<file path="src/rtl/mux_serializer.sv">
// Byte-to-bit serializer: latches a parallel word and walks an 8:1 mux select
// across it under a valid/ready handshake on both sides.
module mux_serializer #(
    parameter bit MSB_FIRST = 1'b0
) (
    input  logic       clk,
    input  logic       rst_n,
    input  logic [7:0] din,
    input  logic       din_valid,
    output logic       din_ready,
    output logic [2:0] sel,
    output logic       dout,
    output logic       dout_valid,
    input  logic       dout_ready,
    output logic       last,
    output logic       busy,
    output logic [7:0] words_sent
);

    localparam logic [2:0] START_IDX = MSB_FIRST ? 3'd7 : 3'd0;
    localparam logic [2:0] END_IDX   = MSB_FIRST ? 3'd0 : 3'd7;

    typedef enum logic {
        IDLE,
        SEND
    } state_e;

    state_e     state_q;
    logic [7:0] held_q;
    logic [2:0] sel_q;
    logic [2:0] sel_d;
    logic [7:0] cnt_q;
    logic [7:0] cnt_d;
    logic       in_send;
    logic       at_end;
    logic       bit_xfer;
    logic       word_xfer;

    assign in_send   = (state_q == SEND);
    assign at_end    = (sel_q == END_IDX);
    assign bit_xfer  = in_send && dout_ready;
    assign word_xfer = din_valid && din_ready;

    assign sel_d = MSB_FIRST ? sel_q - 3'd1 : sel_q + 3'd1;
    assign cnt_d = cnt_q + 8'd1;

    // din_ready is held low while reset is asserted, even though state is IDLE
    assign din_ready  = rst_n && (!in_send || (at_end && dout_ready));
    assign dout_valid = in_send;
    assign busy       = in_send;
    assign last       = in_send && at_end;
    assign dout       = in_send && held_q[sel_q];
    assign sel        = sel_q;
    assign words_sent = cnt_q;

    always_ff @(posedge clk or negedge rst_n) begin
        if (!rst_n) begin
            state_q <= IDLE;
            held_q  <= 8'h00;
            sel_q   <= START_IDX;
            cnt_q   <= 8'h00;
        end else begin
            unique case (state_q)
                IDLE: begin
                    sel_q <= START_IDX;
                    if (word_xfer) begin
                        held_q  <= din;
                        state_q <= SEND;
                    end
                end
                SEND: begin
                    if (bit_xfer) begin
                        if (at_end) begin
                            cnt_q <= cnt_d;
                            sel_q <= START_IDX;
                            if (word_xfer) begin
                                held_q <= din;
                            end else begin
                                state_q <= IDLE;
                            end
                        end else begin
                            sel_q <= sel_d;
                        end
                    end
                end
                default: state_q <= IDLE;
            endcase
        end
    end

endmodule

</file>
<file path="config.mk">
export PLATFORM = sky130hd
export DESIGN_NAME = mux_serializer
export DESIGN_NICKNAME = d
export VERILOG_FILES = /design/src/rtl/mux_serializer.sv
export SDC_FILE = /design/constraint.sdc
export NUM_CORES = 1
export LEC_CHECK = 0
export CORE_MARGIN = 3
export CORE_UTILIZATION = 45
export CTS_CLUSTER_SIZE = 12
export DETAILED_ROUTE_END_ITERATION = 10
export PLACE_DENSITY = 0.77
export SYNTH_ARGS = -nofsm -noshare
export SYNTH_HDL_FRONTEND = slang
export SYNTH_SLANG_ARGS = --single-unit
</file>
<file path="constraint.sdc">
create_clock -name clk -period 1.9 [get_ports clk]
set_input_delay 0.19 -clock clk [delete_from_list [all_inputs] [get_ports clk]]
set_output_delay 0.19 -clock clk [all_outputs]
set_load 0.01 [all_outputs]
</file>
Yosys cells after proc, flatten, opt, wreduce, memory -nomap -nowiden
Index checks and enable logic that the tools add are counted.
Widths: inputs -> output; s select.
{"block": "totals", "reg_bits": 20, "in_bits": 12, "out_inout_bits": 16, "wordCells": 34}
{"block": "classes", "n_addsub": 2, "n_lt_le_gt_ge": 1, "eq_ne": 3, "mux": 13, "n_bitwise": 1, "n_reduce_logical": 10}
{"op": "$mux 8", "n": 3}
{"op": "$pmux 8 s2", "n": 1}
{"op": "$add 8x1->8 const B", "n": 1}
{"op": "$logic_and 1x1->1", "n": 6}
{"op": "$mux 3", "n": 2}
{"op": "$pmux 3 s2", "n": 1}
{"op": "$lt 3x4->1 const B", "n": 1}
{"op": "$mux 1", "n": 4}
{"op": "$ne 2x1->1 const B", "n": 2}
{"op": "$add 3x1->3 const B", "n": 1}
{"op": "$bmux 1 s3", "n": 1}
{"op": "$eq 3x3->1 const B", "n": 1}
{"op": "$reduce_and 3->1", "n": 1}
{"op": "$pmux 1 s2", "n": 1}
{"op": "$reduce_and 2->1", "n": 1}
{"op": "$logic_not 1->1", "n": 1}
{"op": "$logic_or 1x1->1", "n": 1}
{"op": "$not 1->1", "n": 1}

Logic depth before layout (Yosys ltp)
Gate-level depths: netlist (run 1).
{"block": "depth", "depth_word": 9, "depth_mapped": 5, "mapped_depth_nobuf": 5}

Worst setup path after synthesis (run 1)
Ideal clock, no wire load.
{"block": "synth_path", "path_type": "register to register", "startpoint": "reg sel_q[1] (netlist: sel[1])", "endpoint": "reg held_q[0]", "arrival_time_ps": 1586, "t_required_ps": 1775, "path_slack_ps": 189, "path_stages_with_launch": 6, "period_less_slack_ps": 1711, "path_cell_list": "dfrtp_1 ha_1 ha_1 a21bo_2 nand3_4 mux2_2"}
{"block": "synth_between", "elab_chain_len": 9, "word_cells_on_any_way": 11, "classes_between": "2 x eq/ne; 4 x mux; 5 x reduce/logical"}
{"item": "start: declaration", "line": "30", "text": "logic [2:0] sel_q;"}
{"item": "start signal: assignment", "line": "82", "text": "sel_q <= sel_d;"}
{"item": "$eq 3x3->1 *", "line": "40", "text": "assign at_end = (sel_q == END_IDX);"}
{"item": "$logic_and 1x1->1", "line": "48", "text": "assign din_ready = rst_n && (!in_send || (at_end && dout_ready));"}
{"item": "$logic_or 1x1->1", "line": "48"}
{"item": "$logic_and 1x1->1", "line": "48"}
{"item": "$logic_and 1x1->1", "line": "42", "text": "assign word_xfer = din_valid && din_ready;"}
{"item": "$mux 8 (3 in a row)"}
{"item": "$pmux 8 s2"}
{"item": "end signal: assignment", "line": "67", "text": "held_q <= din;"}
{"item": "end signal: assignment", "line": "77", "text": "held_q <= din;"}
{"item": "end: declaration", "line": "29", "text": "logic [7:0] held_q;"}
Mark *: on every way between the ends. The rest lies on a longest branch, timed or not. The select of a mux whose other input is x is not followed.
A chain may end at the register's enable or synchronous reset.

Final worst setup path (run 1)
{"block": "layout_path", "startpoint": "reg sel_q[0] (netlist: sel[0])", "endpoint": "out last"}
{"block": "layout_between", "elab_chain_len": 2}
{"item": "$eq 3x3->1", "line": "40"}
{"item": "$logic_and 1x1->1", "line": "51", "text": "assign last = in_send && at_end;"}
{"item": "end: declaration", "line": "15", "text": "output logic last,"}
Every way passes these cells.

==> results.cfg, run 1 <==
[place]
dp.final_hpwl_mm = 1.38
dpl.cell_count = 132
io_buffers = 27
gp_congestion = 0.813
post_dp_cell_area_mm2 = 0.00128

[detailed_routing]
drt-vias-per-instance = 4.96
ant_nets = 0
drtPass1Iterations = 2
num_vias = 680
drt_iter0_markers = 5
wl_per_cell_um = 13.9
drc = 0
wl_mm = 1.90

[timing]
tns_ps = 0
slew_violations = 0
skew_ps = 8.27
setup_violations = 0
finalCritPeriodShare_pct = 94.7
relSlewSlack_pct = 81.9
layout_min_cycle_time_ps = 1800
tightestPinTransition_ps = 271
hold_viol = 0
rsz0062_at_grt = false
max_freq_mhz = 556

[cells_and_area]
n_antenna_cell = 0
fin_nets = 128
stdcell_count = 137
post-route-cell-area_mm2 = 0.00133
area_growth_pct = 40.2
finish.utilization_pct = 71.6
drive_gt1_share_pct = 24.1

[critical_path]
cp_max_fo = 5
critical_path_class = reg2out
max_stage_delay_ps = 400
cpMostUsedCell = ha_1
crit_chain = ha_1 -> ha_1 -> buf_4 -> and2_1 -> clkdlybuf4s15_1
cpMaxStageDelayCell = dfrtp_1
cp-start-kind = flip-flop
cp_data_arrival_time_ps = 1610
critPathCaptureType = output pin
cp.required_ps = 1710

[die]
die_x_um = 51.9
dieArea_mm2 = 0.00269
num_rows = 15
io_pins = 28
coreArea_mm2 = 0.00186
initial_core_util_pct = 51.0
die_y_um = 51.9

[synth]
synth_cell_types = 25
synth_top_area_cell = dfrtp_1
seq_area_frac_synth_pct = 52.8
synth_common_cells = 20 x dfrtp_1, 9 x mux2_2, 7 x nand2_1
syn_area_per_cell_um2 = 12.5
yosys_most_used_dff = dfrtp_1
async_reset_ff_share_pct = 100
synth_top_area_share_pct = 52.8
ys.warnings.count = 0
synth_nets = 91
synth-edff-count = 0
synthesis.area_um2 = 948
synthMostInstantiatedCell = dfrtp_1
synth_area_leaders = dfrtp_1 53%, mux2_2 11%, ha_1 4.0%
netlist_instances = 76
ys_seq_elements = 20

[cts]
cts_made_buffers = 3
cts-root-buf = clkbuf_4
tritoncts = yes
clockBufferDepth = 2
clock-sinks = 20
clk_pin_slew_worst_paths_ps = 120
cts_max_level = 1
clk_latency_ps = 290

[grt]
grt_start_max_net_pins = 22
grt_overflow = 0
grt_pass1_wl_mm = 3.18
first_global_vias = 701
antenna_found_initial = 0
grtUsageTotal_pct = 15.8

[pwr]
power.density_mw_per_mm2 = 1230
p_leak_nw = 0.605
vdd_ir_drop_max_v = 0.000907

[run_status]
status = complete, no violations

[hold_path]
min_path_type = in2async

[job]
cap_viol_max_count = 0
worst max-delay path: cells and delay by family (launching register included):
| family | cells | cell delay [ps] |
|---|---|---|
| AND/OR/NAND/NOR | 1 | 150 |
| buffers and inverters | 2 | 380 |
| flip-flops | 1 | 400 |
| adder cells (fa/ha/maj) | 2 | 390 |
stage by stage:
step | setup WS [ps] | hold WS (ps) | total power [mW]
global route | 17.6 | 269 | 1.74
floorplan | 189 | -106 | 1.00
global placement | 115 | 453 | 1.30
finish | 101 | 268 | 1.63
detailed placement | 84.1 | 455 | 1.31
CTS | 12.8 | 267 | 1.65
report_power, final:
part	internal (mW)	leakage (nW)	switching, mW	total [mW]
Sequential	0.561	0.253	0.102	0.663
Clock	0.213	0.0279	0.129	0.342
Combinational	0.383	0.324	0.246	0.629
Total	1.16	0.605	0.477	1.63
metal layers:
layer / vias up / routed length [um] / global-route usage (%)
li1: 340 / - / -
met1: 323 / 858 / 21.8
met2: 15 / 939 / 25.3
met3: 2 / 92 / 3.44
met4: 0 / 12 / 3.49
met5: - / 0 / 0
state kept, by name, indices dropped and copies added, names as in the netlist:
name and count:
words_sent 8, held_q 8, sel 3, busy 1
logic make-up (layout without fill, tap and decap cells):
| kind of cell | Yosys count | count (layout) | share of synthesized area, % |
|---|---|---|---|
| AO/OA/AOI/OAI | 5 | 5 | 4.22 |
| AND/OR/NAND/NOR | 25 | 25 | 14.6 |
| multiplexers | 12 | 12 | 15.2 |
| flip-flops | 20 | 20 | 52.8 |
| buffers and inverters | 4 | 40 | 2.77 |
| adder cells (fa/ha/maj) | 3 | 3 | 3.96 |
| XOR/XNOR | 7 | 7 | 6.46 |
cell type report:
cell class	count	area, um2
Clock buffer	3	22.5
Clock inverter	1	30.0
Fill cell	125	528
Inverter	2	7.51
Multi-Input combinational cell	52	424
Sequential cell	20	502
Tap cell	25	31.3
Timing Repair Buffer	34	313
path summary, 6_finish.rpt:
check,start,end,slack (ps),depth (start not counted)
worst min-delay path,rst_n,sel[0],270,2
worst max-delay path,sel[0],last,100,5
worst min register to register,words_sent[7],words_sent[7],470,1
max in group asynchronous,rst_n,sel[2],1390,2
min in group clk,words_sent[7],words_sent[7],470,1
worst max register to register,sel[0],held_q[5],150,6
cell usage in the layout (no fill, tap or decap), drive strengths merged:
cell type,n
nand3,3
nor3b,1
nor2b,1
clkbuf,5
mux2,9
mux2i,2
a21bo,1
and3,2
ha,3
inv,2
nand4,3
nor2,3
xnor2,4
xor2,3
buf,7
o21a,1
bufinv,1
and2,3
nor3,2
dfrtp,20
o31ai,1
mux4,1
o22ai,1
nand2,7
a311oi,1
clkdlybuf4s15,1
clkdlybuf4s50,24
repair_timing:
action | CTS | global route
pin swaps | 0 | 1
setup buffers | 1 | 0
endpoints found under the setup margin | 3 | 3
cloned | 0 | 0
hold buffers | 0 | 0
gates resized for setup | 5 | 5
No activity file was read; power rests on OpenSTA's default activity.
==> run 2, diff against run 1 <==
--- a/config.mk
+++ b/config.mk
@@ -9,6 +9,7 @@
 export CORE_UTILIZATION = 45
 export CTS_CLUSTER_SIZE = 12
 export DETAILED_ROUTE_END_ITERATION = 10
+export GPL_ROUTABILITY_DRIVEN = 0
 export PLACE_DENSITY = 0.77
 export SYNTH_ARGS = -nofsm -noshare
 export SYNTH_HDL_FRONTEND = slang
==> results of run 2 <==
No change in the layout: final DEF, timing and power equal those of run 1.
==> run 3, diff against run 2 <==
--- a/config.mk
+++ b/config.mk
@@ -5,12 +5,13 @@
 export SDC_FILE = /design/constraint.sdc
 export NUM_CORES = 1
 export LEC_CHECK = 0
-export CORE_MARGIN = 3
+export CORE_MARGIN = 4
 export CORE_UTILIZATION = 45
 export CTS_CLUSTER_SIZE = 12
 export DETAILED_ROUTE_END_ITERATION = 10
 export GPL_ROUTABILITY_DRIVEN = 0
 export PLACE_DENSITY = 0.77
+export RECOVER_POWER = 25
 export SYNTH_ARGS = -nofsm -noshare
 export SYNTH_HDL_FRONTEND = slang
 export SYNTH_SLANG_ARGS = --single-unit
==> run 3 against run 2 <==
  * Cell count increased by 1.5%
  * Non-clock buffer count increased by 1
  * Sequential power increased by 0.9%
  * Die area increased by 7.9%
  * First-iteration DRC count increased by 60%
  * Setup slack got worse by 5.2 ps
  * Critical path type unchanged
==> results.cfg, run 3 (synthesis gave the netlist of run 1 again) <==
[cells_and_area]
n_antenna_cell = 0
mostFrequentLayoutCells = 23 x clkdlybuf4s50_1, 19 x dfrtp_1, 9 x mux2_2
post-route-cell-area_mm2 = 0.00130
fin_nets = 129
finish.utilization_pct = 65.6
area_growth_pct = 37.1
fillers = 162
drive_gt1_share_pct = 24.1
final_common_cell = clkdlybuf4s50_1

[critical_path]
cp_data_arrival_time_ps = 1610
critical_path_class = reg2out
critPathCaptureType = output pin
ff2ff_path_depth = 6
cp_max_fo = 4
max_stage_delay_ps = 440
crit_chain = ha_2 -> ha_2 -> a21bo_2 -> and2_1 -> buf_2
cp-start-kind = flip-flop
cpMostUsedCell = ha_2
cp.required_ps = 1710
cpMaxStageDelayCell = dfrtp_1

[timing]
setup_violations = 0
fin_ws_ps = 95.8
hold_viol = 0
layout_min_cycle_time_ps = 1800
skew_ps = 2.55
tightestPinTransition_ps = 724
max_freq_mhz = 554
hold_ws_ps = 435
slew_violations = 0
relSlewSlack_pct = 51.7
rsz0062_at_grt = false
finalCritPeriodShare_pct = 95.0

[grt]
grt_overflow = 0
grt_pass1_wl_mm = 3.34
grtUsageTotal_pct = 16.5
grt_start_max_net_pins = 14
first_global_vias = 717
antenna_found_initial = 0

[place]
dp.final_hpwl_mm = 1.62
place_ws_ps = 79.1
post_dp_cell_area_mm2 = 0.00129
io_buffers = 27

[pwr]
p_leak_nw = 0.584
vdd_ir_drop_max_v = 0.000775
power.density_mw_per_mm2 = 1160

[cts]
clockBufferDepth = 2
cts_max_level = 1
cts-root-buf = clkbuf_4
clock-sinks = 20
clk_pin_slew_worst_paths_ps = 110
tritoncts = yes
clk_latency_ps = 300
postCtsHoldBufs = 0
cts_made_buffers = 3

[die]
num_rows = 16
die_y_um = 53.9
dieArea_mm2 = 0.00291
io_pins = 28
die_x_um = 53.9
initial_core_util_pct = 47.9
coreArea_mm2 = 0.00198

[detailed_routing]
drt-vias-per-instance = 5.08
wl_per_cell_um = 14.6
drc = 0
drt_iter0_markers = 8
ant_nets = 0
drtPass1Iterations = 4
wl_mm = 2.03
num_vias = 706

[run_status]
status = complete, no violations

[job]
cap_viol_max_count = 0

[hold_path]
min_path_type = in2async
[run 3: cell count changes in the layout (fill, tap and decap cells not counted)]
| cell | change |
|---|---|
| buf_2 | +1 |
| buf_4 | -1 |
| bufinv_16 | -1 |
| clkbuf_1 | +2 |
| clkdlybuf4s15_1 | -1 |
| clkdlybuf4s50_1 | -1 |
| dlygate4sd3_1 | +1 |
| ha_1 | -2 |
| ha_2 | +2 |
| nor2_1 | +1 |
| nor2_2 | -1 |
[run 3: worst paths after layout]
kind                                    start       endpoint  slack (ps)
worst max-delay path                   sel[1]      din_ready         100
min in group clk                words_sent[7]  words_sent[7]         480
max in group asynchronous               rst_n         sel[2]         870
worst max register to register         sel[1]      held_q[1]         130
worst min-delay path                    rst_n      held_q[2]         440
worst min register to register  words_sent[7]  words_sent[7]         480
[run 3: routing by layer]
layer	global-route usage [%]	vias up	share of wire [%]
met5	0	-	0
met4	6.38	0	1.1
met3	2.77	3	3.6
met2	26.2	16	48
met1	22.4	346	47
li1	-	341	-
[run 3: worst max-delay path: cells and delay by family, from the launching register on]
kind / cells / cell delay [ps]
AOI/OAI and AO/OA: 1 / 210
DFF: 1 / 440
and+or+nand+nor: 1 / 150
buffers and inverters: 1 / 130
adders and majority gates: 2 / 370
[run 3: repair_timing]
action,4_1_cts,5_1_grt
setup endpoints to repair,3,3
pin swaps,0,1
endpoints found under the hold margin,0,0
resized for setup,7,6
gates cloned,0,0
buffers inserted,0,0
[run 3: area by class of cell]
cell class,instances,area [um2],share of cell area [%]
clock buffer,3,22.5,1.73
multi-input combinational,52,427,32.8
sequential,20,502,38.6
inverter,2,7.51,0.577
tap,27,33.8,2.60
timing repair buffer,35,308,23.7
[run 3: per-stage QoR]
| stage | setup TNS, ps | std cells | power [mW] |
|---|---|---|---|
| final | 0 | 139 | 1.50 |
| after global routing | 0 | 139 | 1.62 |
| after CTS | -7.00 | 139 | 1.52 |
| after detailed placement | 0 | 136 | 1.34 |
| after global placement | 0 | 136 | 1.30 |
| after floorplan | 0 | 76 | 1.00 |
[run 3: where the power goes]
part	switching [mW]	internal, mW	leakage (nW)
Clock	0.129	0.0739	0.0138
Combinational	0.251	0.381	0.317
Sequential	0.108	0.562	0.253
